`config.mk`:
```
export PLATFORM = sky130hd
export DESIGN_NAME = game_state_ctrl
export DESIGN_NICKNAME = d
export VERILOG_FILES = /design/src/rtl/game_state_ctrl_pkg.sv /design/src/rtl/game_state_ctrl_frame_timer.sv /design/src/rtl/game_state_ctrl.sv
export SDC_FILE = /design/constraint.sdc
export NUM_CORES = 1
export LEC_CHECK = 0
export BUFFER_PORTS_ARGS = -buffer_cell sky130_fd_sc_hd__buf_4
export CELL_PAD_IN_SITES_DETAIL_PLACEMENT = 1
export CELL_PAD_IN_SITES_GLOBAL_PLACEMENT = 1
export CORE_ASPECT_RATIO = 1.2
export CORE_MARGIN = 2
export CORE_UTILIZATION = 37
export CTS_CLUSTER_DIAMETER = 30
export DETAILED_ROUTE_END_ITERATION = 6
export PLACE_DENSITY = 0.74
export SETUP_SLACK_MARGIN = 0.5
export SLEW_MARGIN = 15
export SYNTH_ARGS = -nofsm -noshare
export SYNTH_HDL_FRONTEND = slang
export SYNTH_SLANG_ARGS = --single-unit
```
`constraint.sdc`:
```
create_clock -name clk -period 2.8 [get_ports clk]
set_clock_uncertainty 0.1 [all_clocks]
set_input_delay 0.14 -clock clk [delete_from_list [all_inputs] [get_ports clk]]
set_output_delay 0.14 -clock clk [all_outputs]
set_load 0.01 [all_outputs]
```
`src/rtl/game_state_ctrl_pkg.sv`:
```
// Shared constants for the game sequencer: state encodings, default phase
// lengths in frame ticks, wave saturation and the starting life count.
package game_state_ctrl_pkg;

    typedef enum logic [2:0] {
        ST_ATTRACT    = 3'd0,
        ST_PLAYING    = 3'd1,
        ST_DEAD       = 3'd2,
        ST_WAVE_CLEAR = 3'd3,
        ST_GAME_OVER  = 3'd4
    } state_t;

    localparam int DEF_DEATH_FRAMES    = 90;
    localparam int DEF_WAVE_FRAMES     = 120;
    localparam int DEF_GAMEOVER_FRAMES = 240;
    localparam int MAX_WAVE            = 15;
    localparam int PLAYER_LIVES        = 3;

    // States whose duration is measured in frame ticks.
    function automatic logic is_timed(input state_t s);
        return (s == ST_DEAD) || (s == ST_WAVE_CLEAR) || (s == ST_GAME_OVER);
    endfunction

endpackage

```
`src/rtl/game_state_ctrl_frame_timer.sv`:
```
// 8-bit clearable frame counter; done flags the tick that completes `limit_i`
// frames. Clear has priority so a tick on the clearing cycle is discarded.
module frame_timer (
    input  logic       clk,
    input  logic       arst_n,
    input  logic       clr_i,
    input  logic       tick_i,
    input  logic [7:0] limit_i,
    output logic       done_o
);

    logic [7:0] count_q;
    logic [7:0] count_d;

    always_comb begin
        count_d = count_q;
        if (clr_i) begin
            count_d = '0;
        end else if (tick_i) begin
            count_d = count_q + 8'd1;
        end
    end

    always_ff @(posedge clk or negedge arst_n) begin
        if (!arst_n) begin
            count_q <= '0;
        end else begin
            count_q <= count_d;
        end
    end

    assign done_o = tick_i && (count_q == (limit_i - 8'd1));

endmodule

```
`src/rtl/game_state_ctrl.sv`:
```
// Game phase sequencer: attract, play, death/respawn, wave-clear, game-over.
// Define HIGH_SCORE_EN to build the high-score register; otherwise high_score is 0.
module game_state_ctrl
    import game_state_ctrl_pkg::*;
#(
    parameter int DEATH_FRAMES    = game_state_ctrl_pkg::DEF_DEATH_FRAMES,
    parameter int WAVE_FRAMES     = game_state_ctrl_pkg::DEF_WAVE_FRAMES,
    parameter int GAMEOVER_FRAMES = game_state_ctrl_pkg::DEF_GAMEOVER_FRAMES,
    parameter int MAX_WAVE        = game_state_ctrl_pkg::MAX_WAVE
) (
    input  logic       clk,
    input  logic       arst_n,
    input  logic       start_btn,
    input  logic       frame_tick,
    input  logic       player_collision,
    input  logic       invaders_landed,
    input  logic       wave_clear,
    input  logic [1:0] lives,
    input  logic [6:0] score,
    output logic [2:0] state,
    output logic       score_rst,
    output logic       freeze,
    output logic       respawn,
    output logic       wave_next,
    output logic [3:0] wave_num,
    output logic [6:0] high_score
);

    state_t     state_q, state_d;
    logic       score_rst_q, score_rst_d;
    logic       respawn_q, respawn_d;
    logic       wave_next_q, wave_next_d;
    logic       freeze_q;
    logic [3:0] wave_num_q, wave_num_d;

    logic       timer_clr;
    logic       timer_tick;
    logic       timer_done;
    logic [7:0] timer_limit;

    always_comb begin
        timer_limit = 8'(DEATH_FRAMES);
        case (state_q)
            ST_WAVE_CLEAR: timer_limit = 8'(WAVE_FRAMES);
            ST_GAME_OVER:  timer_limit = 8'(GAMEOVER_FRAMES);
            default:       timer_limit = 8'(DEATH_FRAMES);
        endcase
    end

    // Any state change (or an untimed state) restarts the count from zero.
    assign timer_tick = frame_tick && is_timed(state_q);
    assign timer_clr  = (state_d != state_q) || !is_timed(state_q);

    frame_timer u_frame_timer (
        .clk     (clk),
        .arst_n  (arst_n),
        .clr_i   (timer_clr),
        .tick_i  (timer_tick),
        .limit_i (timer_limit),
        .done_o  (timer_done)
    );

    always_comb begin
        state_d     = state_q;
        score_rst_d = 1'b0;
        respawn_d   = 1'b0;
        wave_next_d = 1'b0;
        wave_num_d  = wave_num_q;
        case (state_q)
            ST_ATTRACT: begin
                wave_num_d = '0;
                if (start_btn) begin
                    state_d     = ST_PLAYING;
                    score_rst_d = 1'b1;
                    wave_next_d = 1'b1;
                    respawn_d   = 1'b1;
                end
            end
            ST_PLAYING: begin
                if (invaders_landed) begin
                    state_d = ST_GAME_OVER;
                end else if (player_collision) begin
                    state_d = ST_DEAD;
                end else if (wave_clear) begin
                    state_d = ST_WAVE_CLEAR;
                end
            end
            ST_DEAD: begin
                // lives is sampled here rather than at the collision so the
                // decrement in the score/lives block has already landed.
                if (timer_done) begin
                    if (lives == 2'd0) begin
                        state_d = ST_GAME_OVER;
                    end else begin
                        state_d   = ST_PLAYING;
                        respawn_d = 1'b1;
                    end
                end
            end
            ST_WAVE_CLEAR: begin
                if (timer_done) begin
                    state_d     = ST_PLAYING;
                    wave_next_d = 1'b1;
                    respawn_d   = 1'b1;
                    if (wave_num_q < 4'(MAX_WAVE)) begin
                        wave_num_d = wave_num_q + 4'd1;
                    end
                end
            end
            ST_GAME_OVER: begin
                if (start_btn) begin
                    state_d     = ST_PLAYING;
                    score_rst_d = 1'b1;
                    wave_next_d = 1'b1;
                    respawn_d   = 1'b1;
                    wave_num_d  = '0;
                end else if (timer_done) begin
                    state_d = ST_ATTRACT;
                end
            end
            default: begin
                state_d = ST_ATTRACT;
            end
        endcase
    end

    always_ff @(posedge clk or negedge arst_n) begin
        if (!arst_n) begin
            state_q     <= ST_ATTRACT;
            score_rst_q <= 1'b0;
            respawn_q   <= 1'b0;
            wave_next_q <= 1'b0;
            freeze_q    <= 1'b1;
            wave_num_q  <= '0;
        end else begin
            state_q     <= state_d;
            score_rst_q <= score_rst_d;
            respawn_q   <= respawn_d;
            wave_next_q <= wave_next_d;
            freeze_q    <= (state_d != ST_PLAYING);
            wave_num_q  <= wave_num_d;
        end
    end

`ifdef HIGH_SCORE_EN
    logic [6:0] high_score_q;

    always_ff @(posedge clk or negedge arst_n) begin
        if (!arst_n) begin
            high_score_q <= '0;
        end else if ((state_d == ST_GAME_OVER) && (state_q != ST_GAME_OVER)
                     && (score > high_score_q)) begin
            high_score_q <= score;
        end
    end

    assign high_score = high_score_q;
`else
    logic score_unused;
    assign score_unused = ^score;
    assign high_score   = '0;
`endif

    assign state     = state_q;
    assign score_rst = score_rst_q;
    assign respawn   = respawn_q;
    assign wave_next = wave_next_q;
    assign freeze    = freeze_q;
    assign wave_num  = wave_num_q;

endmodule
```
* Yosys cells after proc, flatten, opt, wreduce, memory -nomap -nowiden
Cells that the tools add are included.
** Word-level totals
- Register bits :: 19
- Input port bits :: 16
- Output and inout port bits :: 18
- Logic and storage cells :: 57
** Cells by class
- Add/sub/neg operators :: 3
- Order comparisons :: 1
- Equality and inequality tests :: 10
- Mux-type cells :: 24
- Reduce and logical (&&, ||, !) cells :: 12
** Operators with widths (count)
- $mux 3 :: 9
- $mux 8 :: 2
- $pmux 8 s2 :: 1
- $pmux 3 s5 :: 1
- $mux 4 :: 3
- $pmux 4 s3 :: 1
- $add 8x1->8 const B :: 1
- $eq 8x8->1 :: 1
- $sub 8x1->8 const B :: 1
- $eq 3x2->1 const B :: 2
- $mux 1 :: 5
- $add 4x1->4 const B :: 1
- $lt 4x4->1 const B :: 1
- $ne 2x2->1 const B :: 2
- $reduce_and 4->1 :: 1
- $eq 3x1->1 const B :: 1
- $eq 3x3->1 const B :: 1
- $logic_not 3->1 :: 1
- $logic_or 1x1->1 :: 3
- $ne 3x1->1 const B :: 1
- $ne 3x3->1 :: 1
- $pmux 1 s3 :: 1
- $reduce_bool 3->1 :: 1
- $logic_and 1x1->1 :: 2
- other kinds (6) :: 6

* Depth between registers and ports, before layout
- Depth in word-level cells :: 11
- Mapped depth :: 7
- Gate-level depth less buffers :: 6

* Modules after synthesis
From an unflattened synthesis, not the netlist that was laid out.
** Second synthesis, totals
- Cell total of the unflattened synthesis :: 136
- Area total of the unflattened synthesis :: 1271.2 µm²
** By module, submodules not included
- game_state_ctrl :: instances 1, cells an instance 66, area each 655.6 µm²
- frame_timer :: instances 1, cells an instance 70, area each 615.6 µm²

* Worst setup path after synthesis
OpenSTA, ideal clock, no wires.
- Kind :: register to register
- Start :: reg state_q[2], in the netlist state[2]
- End :: reg wave_num_q[3], in the netlist wave_num[3]
- Library setup time :: 69 ps
- Arrival time :: 2069 ps
- Data required time :: 2631 ps
- Setup slack :: 562 ps
- Cell stages (with the launch flop) :: 8
- Buffers on the path :: 1
- Clock period less this slack :: 2238 ps
- Cells stage by stage :: dfrtp_1 or3b_1 buf_6 a21boi_4 o2111a_2 nand3_2 or4_1 nand3_1
** Between the ends
- Word-level cells in the longest chain between the ends :: 7
- Elaborated cells between the ends (all ways) :: 17
- Classes of those cells :: add/sub: 1; eq/ne: 7; mux: 2; reduce/logical: 7
** Ends and longest elaborated chain
- from (decl) :: line game_state_ctrl.sv:29 : state_t state_q, state_d;
- from (signal assigned) :: line game_state_ctrl.sv:136 : state_q <= state_d;
- $eq 3x3->1, or another cell as far along :: line game_state_ctrl_pkg.sv:21, game_state_ctrl.sv:43, game_state_ctrl.sv:69
- $pmux 8 s2 / $logic_or 1x1->1 (equally long branches) :: line game_state_ctrl.sv:43, game_state_ctrl_pkg.sv:21
- $sub 8x1->8 / $logic_or 1x1->1 (equally long branches) :: line game_state_ctrl_frame_timer.sv:32, game_state_ctrl_pkg.sv:21
- $eq 8x8->1 / $logic_and 1x1->1 (equally long branches) :: line game_state_ctrl_frame_timer.sv:32, game_state_ctrl.sv:51
- $logic_and 1x1->1 :: line game_state_ctrl_frame_timer.sv:32 : assign done_o = tick_i && (count_q == (limit_i - 8'd1));
- $ne 2x2->1 (no source line)
- $reduce_and 4->1 (no source line)
- to (signal assigned) :: line game_state_ctrl.sv:141 : wave_num_q <= wave_num_d;
- to (decl) :: line game_state_ctrl.sv:34 : logic [3:0] wave_num_q, wave_num_d;
Parallel ways exist; a longest one is shown, timed or not.
A chain may end at the register's enable or synchronous reset.

* Final worst setup path
- Start :: reg state_q[1], in the netlist state[1]
- End :: reg wave_num_q[3], in the netlist wave_num[3]
Same word-level chain as after synthesis.

==> impl_results.md <==
- N_diodes: 0
- Post-Synthesis Cell Area: 0.00115 mm2
- Critical-path cell list: or3b_4 -> a21boi_4 -> o2111a_2 -> nand3_2 -> or4_4 -> nand3_2
- TritonCTS Sinks: 19
- Gp weighted congestion: 0.777
- Minimum clock period: 2.26 ns
- Most used DFF post-synth: dfrtp_1
- Drt wl/cell: 15.5 um
- Antenna violations before repair: 0
- Die Y: 65.2 um
- All-Layer GR Usage: 0.175
- Hold Crit Class: primary input to flip-flop
- Share of layout cells above drive strength 1: 0.323
- Starting Density: 0.381
- Total Power Consumption: 0.991 mW
- First DRT Iteration DRCs: 15
- Die width: 55 um
- Crit. End Element: flip-flop
- Via density: 5.48
- Max stage delay cell, worst path: or4_4
- Global-route wire length before repair: 4630 um
- Count of max-cap constraint violations: 0
- Max Clock Freq: 442 MHz
- Crit path kind: flip-flop to flip-flop
- Maximum fanout along the worst path: 8
- Area contributors post-synth: dfrtp_1 (39%), buf_4 (4.6%), xor2_1 (4.6%)
- Setup TNS: 0 ns
- Die ar.: 0.00359 mm2
- Internal: 0.580 mW
- Pre-antenna DRT Iters: 4
- Area leader, netlist: dfrtp_1
- Overflow after GRT: 0
- Gate power share: 0.419
- Top Ports: 34
- Post-Route WL: 2960 um
- Post-synth top cells: dfrtp_1 (18), nor2_1 (10), nand2_1 (9), buf_4 (7), o21ai_0 (7)
- Clock share of power: 0.149
- Setup Viol. Count Final: 0
- DRC: 0
- CTS H-tree lvls: 1
- Largest net degree at the start of global routing: 20
- Number of I/O port buffers: 19
- Final nets: 174
- Count leader, synth: dfrtp_1
- Seq cells post-synth: 19
- CTS Root Cell: clkbuf_4
- Site Rows: 22
- Net Sw Frac: 0.414
- WP buf/inv: 0
- Cts bufs inserted: 3
- Critical Path Max Stage Delay: 0.50 ns
- Seq/Total Area, Yosys: 0.413
- P_leak: 0.718 nW
- Sw Pwr: 0.411 mW
- Final Slew Violations: 0
- Worst-path clk slew: 0.12 ns
- Cells after DPL: 175
- Critical path data arrival time: 2.42 ns
- Status: finished clean
- Synth cell types: 45
- # fillers: 369
- Clk_lat worst skew: 0.31 ns
- Vias in the first global route: 1022
- WP data required: 2.96 ns
- Antenna-violating nets left: 0
- Maximum clock insertion buffer count: 2
- Startpoint class of the critical path: flip-flop
- Fin. Hold Viols: 0
- Mapped Cells: 124
- RSZ-0062 raised after global routing: no
- Flop pwr share: 0.432
- Worst R2R Setup Slack: 0.54 ns
- Core area: 0.00303 mm2
- Most frequent CP cell: nand3_2
- CP top delay family: simple AND/OR/NAND/NOR gates
- Hpwl dp: 2090 um
- Ys async rst share: 1.00
- Top-area cell type share of the netlist area: 0.390
- CTS tree: yes
- Syn avg cell area: 9.31 um2
- Total number of vias: 1046
- Area growth, synth to finish: 26.9%
- VDD IR-drop max: 0.276 mV
- Syn. warnings: 0
- Fin crit share: 0.808
- Number of enable flip-flop cells after synthesis: 0
- Post-route insts no fill: 191
- Pwr dens: 676 mW/mm2
==> cell type report <==
class                           count  area, um2  share of cell area
Clock inverter                      1       5.00             0.00342
Inverter                            5       18.8              0.0128
Clock buffer                        3       22.5              0.0154
Tap cell                           36       45.0              0.0307
Timing Repair Buffer               32        246               0.168
Multi-Input combinational cell     95        648               0.442
Sequential cell                    19        479               0.327
==> per-layer routing <==
metal / track usage / wire [um] / vias up / share of wire
li1: - / - / 491 / -
met1: 0.211 / 1140 / 526 / 0.38
met2: 0.308 / 1660 / 25 / 0.56
met3: 0.0250 / 113 / 4 / 0.038
met4: 0.0549 / 51 / 0 / 0.017
met5: 0 / 0 / - / 0
==> kinds of logic (layout without fill, tap and decap cells) <==
kind of cell             count (synthesis)  after routing  share of synthesized area
multiplexers                             2              2                     0.0173
buffers and inverters                   16             41                     0.0813
AO/OA/AOI/OAI                           24             24                      0.150
flip-flops                              19             19                      0.413
XOR/XNOR                                 7              7                     0.0531
AND/OR/NAND/NOR                         53             53                      0.261
adder cells (fa/ha/maj)                  2              2                     0.0217
other                                    1              7                    0.00325
==> worst min-delay path: stages <==
cell and delay (ns):
buf_4 0.09, nand2_1 0.08, o21ai_0 0.08
==> power by group through the flow <==
| stage | Combinational (mW) | Clock (mW) | Sequential, mW |
|---|---|---|---|
| finish | 0.415 | 0.148 | 0.428 |
| global route | 0.469 | 0.165 | 0.438 |
| CTS | 0.353 | 0.149 | 0.424 |
| detailed placement | 0.343 | 0 | 0.427 |
| global placement | 0.326 | 0 | 0.422 |
| floorplan | 0.275 | 0 | 0.390 |
==> through the flow <==
| step | setup WS, ns | cell area (um2) | hold slack, ns | util |
|---|---|---|---|---|
| after floorplan | 0.562 | 1180 | -0.256 | - |
| after global placement | 0.442 | 1300 | -0.0699 | 0.429 |
| after detailed placement | 0.409 | 1300 | -0.0679 | 0.429 |
| after CTS | 0.515 | 1350 | 0.0164 | 0.444 |
| after global routing | 0.472 | 1470 | 0.0350 | 0.484 |
| final | 0.537 | 1470 | 0.0107 | 0.484 |
==> worst paths after layout <==
path                                                end               startpoint  depth (start not counted)
min in group asynchronous       wave_num[2]$_DFFE_PN0P_                   arst_n                          2
worst max-delay path            wave_num[3]$_DFFE_PN0P_       state[1]$_DFF_PN0_                          6
max in group asynchronous              freeze$_DFF_PN1_                   arst_n                          2
worst min-delay path                wave_next$_DFF_PN0_                start_btn                          3
worst max register to register  wave_num[3]$_DFFE_PN0P_       state[1]$_DFF_PN0_                          6
worst min register to register  wave_num[0]$_DFFE_PN0P_  wave_num[0]$_DFFE_PN0P_                          1
==> state kept, by name (all words and copies together), names as in the netlist <==
name / flops
state: 3
wave_num: 4
score_rst: 1
u_frame_timer.count_q: 8
wave_next: 1
freeze: 1
respawn: 1
==> placed cells by master, fill, tap and decap left out, types with 2 or more instances in the layout <==
cell,Yosys,layout
o211ai_1,2,2
inv_1,5,5
xor2_1,6,6
ha_1,2,2
conb_1,1,7
nor3b_1,2,2
mux2i_1,2,2
nand2b_1,3,3
nand3_2,2,3
nor2_1,10,10
o21ai_0,7,7
nor3_1,3,3
buf_4,7,30
a21oi_1,3,3
nand4_1,3,3
clkbuf_4,0,3
nand3_1,6,4
a31oi_1,2,2
nand2_1,9,8
nand3b_1,2,2
dfrtp_2,0,2
dfrtp_1,18,16
==> what timing repair did <==
item / CTS / global route
pin swaps: 1 / 5
hold buffers: 1 / 0
buffers inserted: 0 / 11
setup endpoints to repair: 13 / 13
endpoints found under the hold margin: 19 / 0
gates resized for setup: 4 / 9
(Power assumes the default switching activity.)
